--- src/rtl/uart_fifo_port.sv ---
// UART with TX and RX FIFOs, 16x oversampling, configurable frame format.
// RX FIFO is first-word fall-through; error flags travel with each received byte.
module uart_fifo_port #(
  parameter int unsigned OVS_DIV    = 27,
  parameter int unsigned DATA_BITS  = 8,
  parameter int unsigned PARITY     = 0,
  parameter int unsigned STOP_BITS  = 1,
  parameter int unsigned FIFO_DEPTH = 16
) (
  input  logic                 clk,
  input  logic                 clear,
  input  logic                 uart_port_DI,
  output logic                 uart_port_DO,
  input  logic [DATA_BITS-1:0] tx_DI,
  input  logic                 tx_write,
  output logic                 tx_full,
  output logic                 send_done,
  output logic [DATA_BITS-1:0] uart_DO,
  output logic                 rx_frame_err,
  output logic                 rx_parity_err,
  output logic                 read_valid,
  input  logic                 rx_read,
  output logic                 rx_overrun
);

  localparam int unsigned AW     = $clog2(FIFO_DEPTH);
  localparam int unsigned RW     = DATA_BITS + 2;
  localparam logic        ParOn  = (PARITY != 0);
  localparam logic        ParOdd = (PARITY == 1);
  localparam logic [AW:0] PtrOne = {{AW{1'b0}}, 1'b1};

  typedef enum logic [2:0] {StIdle, StStart, StData, StParity, StStop} state_e;

  // Oversampling tick
  logic [15:0] div_q;
  logic        tick;

  assign tick = (div_q == 16'(OVS_DIV - 1));

  always_ff @(posedge clk) begin
    if (clear || tick) div_q <= '0;
    else               div_q <= div_q + 16'd1;
  end

  // TX FIFO
  logic [DATA_BITS-1:0] tx_mem [FIFO_DEPTH];
  logic [AW:0]          tx_wptr_q, tx_rptr_q;
  logic                 tx_empty, tx_push, tx_pop;
  logic [DATA_BITS-1:0] tx_head;

  assign tx_empty = (tx_wptr_q == tx_rptr_q);
  assign tx_full  = (tx_wptr_q[AW] != tx_rptr_q[AW]) &&
                    (tx_wptr_q[AW-1:0] == tx_rptr_q[AW-1:0]);
  assign tx_head  = tx_mem[tx_rptr_q[AW-1:0]];
  // A pop in the same cycle frees a slot, so a write to a full FIFO still lands.
  assign tx_push  = tx_write && (!tx_full || tx_pop);

  always_ff @(posedge clk) begin
    if (clear) begin
      tx_wptr_q <= '0;
      tx_rptr_q <= '0;
    end else begin
      if (tx_push) tx_wptr_q <= tx_wptr_q + PtrOne;
      if (tx_pop)  tx_rptr_q <= tx_rptr_q + PtrOne;
    end
  end

  always_ff @(posedge clk) begin
    if (tx_push) tx_mem[tx_wptr_q[AW-1:0]] <= tx_DI;
  end

  // TX FSM
  state_e               tx_state_q, tx_state_d;
  logic [3:0]           tx_sub_q, tx_sub_d;
  logic [2:0]           tx_bit_q, tx_bit_d;
  logic [DATA_BITS-1:0] tx_shift_q, tx_shift_d;
  logic                 tx_par_q, tx_par_d;
  logic                 tx_do_q, tx_do_d;

  always_comb begin
    tx_state_d = tx_state_q;
    tx_sub_d   = tx_sub_q;
    tx_bit_d   = tx_bit_q;
    tx_shift_d = tx_shift_q;
    tx_par_d   = tx_par_q;
    tx_pop     = 1'b0;
    case (tx_state_q)
      StIdle: begin
        if (tick && !tx_empty) begin
          tx_pop     = 1'b1;
          tx_shift_d = tx_head;
          tx_par_d   = ^tx_head ^ ParOdd;
          tx_sub_d   = '0;
          tx_bit_d   = '0;
          tx_state_d = StStart;
        end
      end
      StStart: begin
        if (tick) begin
          tx_sub_d = tx_sub_q + 4'd1;
          if (tx_sub_q == 4'd15) begin
            tx_bit_d   = '0;
            tx_state_d = StData;
          end
        end
      end
      StData: begin
        if (tick) begin
          tx_sub_d = tx_sub_q + 4'd1;
          if (tx_sub_q == 4'd15) begin
            tx_shift_d = tx_shift_q >> 1;
            if (tx_bit_q == 3'(DATA_BITS - 1)) begin
              tx_bit_d   = '0;
              tx_state_d = ParOn ? StParity : StStop;
            end else begin
              tx_bit_d = tx_bit_q + 3'd1;
            end
          end
        end
      end
      StParity: begin
        if (tick) begin
          tx_sub_d = tx_sub_q + 4'd1;
          if (tx_sub_q == 4'd15) begin
            tx_bit_d   = '0;
            tx_state_d = StStop;
          end
        end
      end
      StStop: begin
        if (tick) begin
          tx_sub_d = tx_sub_q + 4'd1;
          if (tx_sub_q == 4'd15) begin
            if (tx_bit_q == 3'(STOP_BITS - 1)) begin
              tx_bit_d = '0;
              // Chain straight into the next frame when more data is queued.
              if (!tx_empty) begin
                tx_pop     = 1'b1;
                tx_shift_d = tx_head;
                tx_par_d   = ^tx_head ^ ParOdd;
                tx_state_d = StStart;
              end else begin
                tx_state_d = StIdle;
              end
            end else begin
              tx_bit_d = tx_bit_q + 3'd1;
            end
          end
        end
      end
      default: tx_state_d = StIdle;
    endcase

    case (tx_state_d)
      StStart:  tx_do_d = 1'b0;
      StData:   tx_do_d = tx_shift_d[0];
      StParity: tx_do_d = tx_par_d;
      default:  tx_do_d = 1'b1;
    endcase
  end

  always_ff @(posedge clk) begin
    if (clear) begin
      tx_state_q <= StIdle;
      tx_sub_q   <= '0;
      tx_bit_q   <= '0;
      tx_shift_q <= '0;
      tx_par_q   <= 1'b0;
      tx_do_q    <= 1'b1;
    end else begin
      tx_state_q <= tx_state_d;
      tx_sub_q   <= tx_sub_d;
      tx_bit_q   <= tx_bit_d;
      tx_shift_q <= tx_shift_d;
      tx_par_q   <= tx_par_d;
      tx_do_q    <= tx_do_d;
    end
  end

  assign uart_port_DO = tx_do_q;
  assign send_done    = tx_empty && (tx_state_q == StIdle);

  // RX synchroniser and FSM
  logic rx_sync1_q, rx_sync2_q, rx_s;

  always_ff @(posedge clk) begin
    if (clear) begin
      rx_sync1_q <= 1'b1;
      rx_sync2_q <= 1'b1;
    end else begin
      rx_sync1_q <= uart_port_DI;
      rx_sync2_q <= rx_sync1_q;
    end
  end

  assign rx_s = rx_sync2_q;

  state_e               rx_state_q, rx_state_d;
  logic [3:0]           rx_sub_q, rx_sub_d;
  logic [2:0]           rx_bit_q, rx_bit_d;
  logic [DATA_BITS-1:0] rx_shift_q, rx_shift_d;
  logic                 rx_perr_q, rx_perr_d;
  logic                 rx_push;
  logic [RW-1:0]        rx_push_word;

  assign rx_push_word = {~rx_s, rx_perr_q, rx_shift_q};

  always_comb begin
    rx_state_d = rx_state_q;
    rx_sub_d   = rx_sub_q;
    rx_bit_d   = rx_bit_q;
    rx_shift_d = rx_shift_q;
    rx_perr_d  = rx_perr_q;
    rx_push    = 1'b0;
    case (rx_state_q)
      StIdle: begin
        if (tick && !rx_s) begin
          rx_sub_d   = '0;
          rx_perr_d  = 1'b0;
          rx_state_d = StStart;
        end
      end
      StStart: begin
        if (tick) begin
          rx_sub_d = rx_sub_q + 4'd1;
          // Mid start bit: a line back high means it was a glitch.
          if (rx_sub_q == 4'd7) begin
            rx_sub_d   = '0;
            rx_bit_d   = '0;
            rx_state_d = rx_s ? StIdle : StData;
          end
        end
      end
      StData: begin
        if (tick) begin
          rx_sub_d = rx_sub_q + 4'd1;
          if (rx_sub_q == 4'd15) begin
            rx_shift_d = {rx_s, rx_shift_q[DATA_BITS-1:1]};
            if (rx_bit_q == 3'(DATA_BITS - 1)) begin
              rx_bit_d   = '0;
              rx_state_d = ParOn ? StParity : StStop;
            end else begin
              rx_bit_d = rx_bit_q + 3'd1;
            end
          end
        end
      end
      StParity: begin
        if (tick) begin
          rx_sub_d = rx_sub_q + 4'd1;
          if (rx_sub_q == 4'd15) begin
            rx_perr_d  = ^rx_shift_q ^ rx_s ^ ParOdd;
            rx_state_d = StStop;
          end
        end
      end
      StStop: begin
        if (tick) begin
          rx_sub_d = rx_sub_q + 4'd1;
          if (rx_sub_q == 4'd15) begin
            rx_push    = 1'b1;
            rx_state_d = StIdle;
          end
        end
      end
      default: rx_state_d = StIdle;
    endcase
  end

  always_ff @(posedge clk) begin
    if (clear) begin
      rx_state_q <= StIdle;
      rx_sub_q   <= '0;
      rx_bit_q   <= '0;
      rx_shift_q <= '0;
      rx_perr_q  <= 1'b0;
    end else begin
      rx_state_q <= rx_state_d;
      rx_sub_q   <= rx_sub_d;
      rx_bit_q   <= rx_bit_d;
      rx_shift_q <= rx_shift_d;
      rx_perr_q  <= rx_perr_d;
    end
  end

  // RX FIFO
  logic [RW-1:0] rx_mem [FIFO_DEPTH];
  logic [AW:0]   rx_wptr_q, rx_rptr_q;
  logic          rx_empty, rx_full, rx_pop, rx_wr;
  logic          rx_overrun_q;

  assign rx_empty = (rx_wptr_q == rx_rptr_q);
  assign rx_full  = (rx_wptr_q[AW] != rx_rptr_q[AW]) &&
                    (rx_wptr_q[AW-1:0] == rx_rptr_q[AW-1:0]);
  assign rx_pop   = rx_read && !rx_empty;
  assign rx_wr    = rx_push && (!rx_full || rx_pop);

  always_ff @(posedge clk) begin
    if (clear) begin
      rx_wptr_q    <= '0;
      rx_rptr_q    <= '0;
      rx_overrun_q <= 1'b0;
    end else begin
      if (rx_wr)  rx_wptr_q <= rx_wptr_q + PtrOne;
      if (rx_pop) rx_rptr_q <= rx_rptr_q + PtrOne;
      if (rx_push && rx_full && !rx_pop) rx_overrun_q <= 1'b1;
    end
  end

  always_ff @(posedge clk) begin
    if (rx_wr) rx_mem[rx_wptr_q[AW-1:0]] <= rx_push_word;
  end

  // Head is forced to zero when empty so stale storage never shows.
  assign {rx_frame_err, rx_parity_err, uart_DO} = rx_empty ? '0 : rx_mem[rx_rptr_q[AW-1:0]];
  assign read_valid = !rx_empty;
  assign rx_overrun = rx_overrun_q;

endmodule
--- config.mk ---
export PLATFORM = sky130hd
export DESIGN_NAME = uart_fifo_port
export DESIGN_NICKNAME = d
export VERILOG_FILES = /design/src/rtl/uart_fifo_port.sv
export SDC_FILE = /design/constraint.sdc
export NUM_CORES = 1
export LEC_CHECK = 0
export CAP_MARGIN = 20
export CORE_MARGIN = 5
export CORE_UTILIZATION = 37
export CTS_BUF_LIST = sky130_fd_sc_hd__clkbuf_2
export DETAILED_ROUTE_END_ITERATION = 16
export PLACE_DENSITY = 0.61
export SETUP_SLACK_MARGIN = 0.3
export SLEW_MARGIN = 10
export SYNTH_ARGS = -nofsm -noshare
export SYNTH_HDL_FRONTEND = slang
export SYNTH_SLANG_ARGS = --single-unit
--- constraint.sdc ---
create_clock -name clk -period 4.15 [get_ports clk]
set_input_delay 0.83 -clock clk [delete_from_list [all_inputs] [get_ports clk]]
set_output_delay 0.83 -clock clk [all_outputs]
set_load 0.02 [all_outputs]
# Yosys cells after proc, flatten, opt, wreduce, memory -nomap -nowiden

Memory sizes are Yosys's and may differ from the RTL's. A register that Yosys moved wholly into a read port is not among the register bits.
Cells that the tools add are included.

Memories: 2
Bits of input ports: 13
Bits in registers: 78
Logic and storage cells: 204
Memory bits (writable): 288
Output and inout bits: 15

Memory list:

| memory | words | bits a word | read ports | clocked after Yosys merged registers in | write ports | RTL line | source |
|---|---|---|---|---|---|---|---|
| rx_mem | 16    | 10          | 1          | 1                                       | 1           | 287      | `logic [RW-1:0] rx_mem [FIFO_DEPTH];` |
| tx_mem | 16    | 8           | 1          | 1                                       | 1           | 46       | `logic [DATA_BITS-1:0] tx_mem [FIFO_DEPTH];` |

Equal/unequal tests: 44
Add/subtract/negate cells: 9
Reduce and logical (&&, ||, !) cells: 41
Bitwise logic cells: 2
Multiplexer cells: 86

Operator list:

| cell                                            | count |
|---|---|
| 2-to-1 mux 3 bit                                | 35 |
| 2-to-1 mux 8 bit                                | 7 |
| 2-to-1 mux 4 bit                                | 10 |
| inequality test 2 bit (second input constant)   | 17 |
| case mux 3 bit (5 select lines)                 | 2 |
| case mux 8 bit (3 select lines)                 | 1 |
| 2-to-1 mux 1 bit                                | 21 |
| adder 5 x 1 -> 5 bit (second input constant)    | 4 |
| == test 3 x 2 -> 1 bit (second input constant)  | 6 |
| adder 16 x 1 -> 16 bit (second input constant)  | 1 |
| == test 16 x 5 -> 1 bit (second input constant) | 1 |
| AND reduction 8 bit                             | 2 |
| XOR reduction 8 bit                             | 2 |
| == test 3 bit (second input constant)           | 4 |
| case mux 3 bit (4 select lines)                 | 1 |
| case mux 4 bit (3 select lines)                 | 1 |
| == test 5 bit                                   | 2 |
| logical AND 1 bit                               | 10 |
| 2-to-1 mux 10 bit                               | 1 |
| AND reduction 10 bit                            | 1 |
| == test 3 x 1 -> 1 bit (second input constant)  | 3 |
| logical NOT 3 bit                               | 3 |
| adder 4 x 1 -> 4 bit (second input constant)    | 2 |
| == test 4 bit                                   | 2 |
| other kinds (23)                                | 43 |

# Longest topological paths before layout

Depth in word-level cells: 10
Mapped depth: 11
Gate-level depth less buffers: 10

# Least setup slack after synthesis

Ideal clock, no wire load.

Path type: register -> register
Start: register div_q[0]
End: memory tx_mem[2][0] (enable)
Period minus slack after synthesis: 2,891 ps
Library setup time: 383 ps
Cell stages (with the launch flop): 10
Buffers on the path: 1
Required time: 3,767 ps
Slack: 1,259 ps
Arrival time: 2,508 ps
Cell sequence: dfxtp_1 -> inv_1 -> ha_1 -> nor4b_4 -> nand4_4 -> a2111oi_4 -> o31a_1 -> buf_4 -> nand2_1 -> nor3_1

Longest elaborated chain between the ends: 8
Elaborated cells on any way between the ends: 9
Classes of those cells: eq/ne (1); mux (5); reduce/logical (3)

Ends and longest elaborated chain:

| item                                     | RTL line | source |
|---|---|---|
| start: declaration                       | 35       | `logic [15:0] div_q;` |
| start signal: assignment                 | 42       | `else div_q <= div_q + 16'd1;` |
| == test 16 x 5 -> 1 bit *                | 38       | `assign tick = (div_q == 16'(OVS_DIV - 1));` |
| logical AND 1 bit                        | 89       | `if (tick && !tx_empty) begin` |
| 2-to-1 mux 1 bit                         | 89       |  |
| case mux 1 bit (2 select lines) *        | 87       | `case (tx_state_q)` |
| logical OR 1 bit *                       | 56       | `assign tx_push = tx_write && (!tx_full \|\| tx_pop);` |
| logical AND 1 bit *                      | 56       |  |
| 2-to-1 mux 1 bit *                       | 69       | `if (tx_push) tx_mem[tx_wptr_q[AW-1:0]] <= tx_DI;` |
| 2-to-1 mux 1 bit (not written as such) * | 69       |  |
| end: declaration                         | 46       |  |

Mark *: on every way between the ends. The rest lies on a longest branch, timed or not.

==> impl_results.md <==
* Register area at between 0.01 and 0.015 sq mm
* Post-synthesis mux area share at 0.121
* PD cells at between 300 and 400 mW/mm^2
* Worst slack at placement at around 0.84 ns
* Initial antenna violation count at 1
* CP Max Fanout at 16
* Largest net degree at the start of global routing at 62
* Measured slew at the worst slew-check pin at about 0.87 ns
* Slew headroom at 0.419
* Post-synthesis sequential area ratio at 0.678
* CP Launch Type: flip-flop
* Root Buffer Master: clkbuf_2
* Yosys cell types at between 50 and 60
* Core footprint at 0.0408 sq mm
* Post-route setup TNS at 0 ns
* Post-DP HPWL at between 15000 and 20000 um
* Maximum vdd ir drop at roughly 200 uV
* Period utilization at 0.878
* Share of cells above drive strength 1 at 0.242
* FILL cells at 3713
* Worst path slowest cell: mux4_2
* Fin. Hold Viols at 0
* Final Core Density at 0.425
* Post-detailed-route via-to-cell ratio at about 5.0
* Mapped Nets at between 1000 and 1500
* Initial DRT Pass Iterations at 5
* Simple-gate share of the synthesized area at 0.0833
* Synthesis warning total at 0
* Setup WS post-layout at just over 0.5 ns
* Crit. End Element: output pin
* Vias in the first global route at between 8000 and 9000
* Post-synth top area share at 0.565
* Hold Path Class: reg -> reg
* CTS sink cnt at approximately 370
* Die area at around 0.046 sq mm
* Dominant cells by area after synthesis: edfxtp_1 (57%), dfxtp_1 (11%), mux4_2 (8.2%)
* Mapped Avg Cell Area at 15.5 sq um
* Peak Freq at 274 MHz
* Post-Synth XOR/XNOR Area at 0.0338
* Critical path buffer and inverter count at 3
* Detailed Route WL at roughly 32000 um
* Most frequent CP cell: buf_12
* Total GRT Usage at 0.141
* CP arrival at ~2.8 ns
* Clock transition at path regs at approximately 0.11 ns
* Worst Hold Slack at about 0.39 ns
* Hold-fix buffers, CTS at 0
* Synth Flop Type: edfxtp_1
* Status: finished clean
* Area Growth Syn to Fin at 13.5%
* Via count at between 8000 and 9000
* Seq cells post-synth at 374
* Sw Share at 0.235
* Seq pwr share at 0.608
* Global-route wire length before repair at about 50000 um
* # rows at 74
* Crit path cell chain: buf_12 > buf_12 > mux4_2 > mux2i_1 > a211oi_1 > buf_2
* Leakage power at ~5.7 nW
* Design area at 0.0174 sq mm
* Most common cell in the netlist: edfxtp_1
* Clock buffer depth at 3
* Final setup viols at 0
* Post-DR wirelength/cell at approximately 18 um
* CTS tree: yes
* Max cap viols at 0
* Power Internal at between 5 and 6 mW
* Clock skew at roughly 0.1 ns
* DRC viols at 0
* Chip Width at approximately 210 um
* Combinational family with the most area after synthesis: multiplexers
* First DRT Iteration DRCs at between 600 and 700
* H-Tree Depth at 3
* Kind of critical path: reg -> out
* CP top delay family: multiplexers
* Leading area contributor after synthesis: edfxtp_1
* Placer Congestion at between 0.7 and 0.8
* Logic pwr share at 0.023
* Grt ovf at 0
* Post-synth EDFFs at around 290
* Layout net count at between 1000 and 1500
* Max stage delay on crit path at between 0.4 and 0.5 ns
* IO Port Bufs at 27
* Slew Viols, Final at 0
* Post-DP Area at ~0.016 sq mm
* Die H at about 210 um
* Post-DRT Antenna Nets at 0
* RSZ-0062 raised after global routing: yes
* Worst path required time at approximately 3.3 ns
* Multi-input combinational cell area at 0.00469 sq mm
* Worst-Skew Late Latency at between 0.9 and 1 ns
* Compound-Gate Fraction of Synth Area at 0.0503
* Leading cell types by count after synthesis: edfxtp_1 (288), nor2_1 (108), dfxtp_1 (86)
* Num ports at 28
* Mapped Cells at 990
* Synth Area in Adders at 0.0155
* Initial core utilization at 0.375
* Tmin final at between 3 and 4 ns
* Mapped cell area at ~0.015 sq mm
* Async SR Flop Fraction at 0
* CTS Buf Count at 94
* P_sw at 1.56 mW
* Clock group share of total power at 0.370
## worst register-to-register path, stage by stage (launching register included)
cell and delay (ns):
dfxtp_1 0.35, inv_1 0.07, ha_1 0.14, nor4b_4 0.25
and4_1 0.38, nand2_1 0.19, nor3_2 0.44, nand2_1 0.20
nor2_1 0.70
## routing by layer
metal,global-route usage,routed length (um)
met4,0.0535,735
met2,0.224,15300
met1,0.191,14100
met5,0,0
met3,0.0329,1570
## per-stage QoR
| stage | power, mW | cells |
|---|---|---|
| detailed placement | 4.27 | 1538 |
| finish | 6.63 | 1725 |
| global placement | 4.26 | 1538 |
| CTS | 6.75 | 1719 |
| global route | 6.97 | 1725 |
| floorplan | 4.20 | 990 |
## registers in the layout (all words and copies together), names as in the netlist, named ones only
| name | count |
|---|---|
| rx_sub_q | 4 |
| tx_sub_q | 4 |
| rx_rptr_q | 5 |
| rx_shift_q | 8 |
| tx_mem | 128 |
| rx_state_q | 3 |
| div_q | 16 |
| rx_perr_q | 1 |
| rx_sync1_q | 1 |
| tx_par_q | 1 |
| rx_overrun | 1 |
| tx_state_q | 3 |
| uart_port_DO | 1 |
| tx_shift_q | 8 |
| rx_mem | 160 |
| rx_bit_q | 3 |
| tx_rptr_q | 5 |
| rx_s | 1 |
| tx_wptr_q | 5 |
| tx_bit_q | 3 |
| rx_wptr_q | 5 |
## final timing paths
check | endpoint | startpoint | slack (ns) | cells after the start
setup / recovery | uart_DO[5] | flip-flop | 0.50 | 6
hold / removal | rx_s$_SDFF_PP1_ | rx_sync1_q$_SDFF_PP1_ | 0.39 | 1
setup reg to reg | rx_mem[14][2]$_DFFE_PP_ | div_q[0]$_SDFF_PP0_ | 1.05 | 8
hold reg to reg | rx_s$_SDFF_PP1_ | rx_sync1_q$_SDFF_PP1_ | 0.39 | 1
## cell type report
type | count | area share
Tap cell | 532 | 0.0383
Clock buffer | 131 | 0.0378
Sequential cell | 374 | 0.598
Multi-Input combinational cell | 552 | 0.270
Timing Repair Buffer | 76 | 0.0387
Clock inverter | 42 | 0.0135
Inverter | 16 | 0.00346
Antenna cell | 2 | 0.000288
## power groups by stage
stage	logic [mW]	clock network, mW	registers (mW)
final	0.150	2.45	4.03
after global routing	0.164	2.78	4.03
after CTS	0.153	2.57	4.03
after detailed placement	0.152	0	4.11
after global placement	0.149	0	4.11
after floorplan	0.0880	0	4.11
## kinds of logic (layout without fill, tap and decap cells)
family,count (synthesis),count (layout)
buf+inv,64,265
simple gates,251,251
xor+xnor,59,59
fa+ha+maj,19,19
flops,374,374
compound gates,108,108
mux,115,115
other cells,0,2
## cells in the final DEF (no fill, tap or decap), types with 13 or more instances in the layout
master	instances
nand4_1	13
nor2b_1	18
buf_4	40
edfxtp_1	288
a21oi_1	28
xor2_1	20
clkinv_1	30
nand2_1	37
xnor2_1	39
clkbuf_2	131
nor2_1	107
inv_1	16
clkdlybuf4s50_1	16
dfxtp_1	78
nor3_1	22
a211oi_1	16
a221oi_1	14
mux2i_1	57
mux4_2	56
ha_1	19
## what timing repair did
item | in CTS | in global routing
resized for setup | 66 | 6
hold endpoints to repair | 0 | 0
setup endpoints to repair | 11 | 9
buffers inserted | 7 | 4
pin swaps | 3 | 2
gates cloned | 1 | 0
No activity file was read; power rests on OpenSTA's default activity.
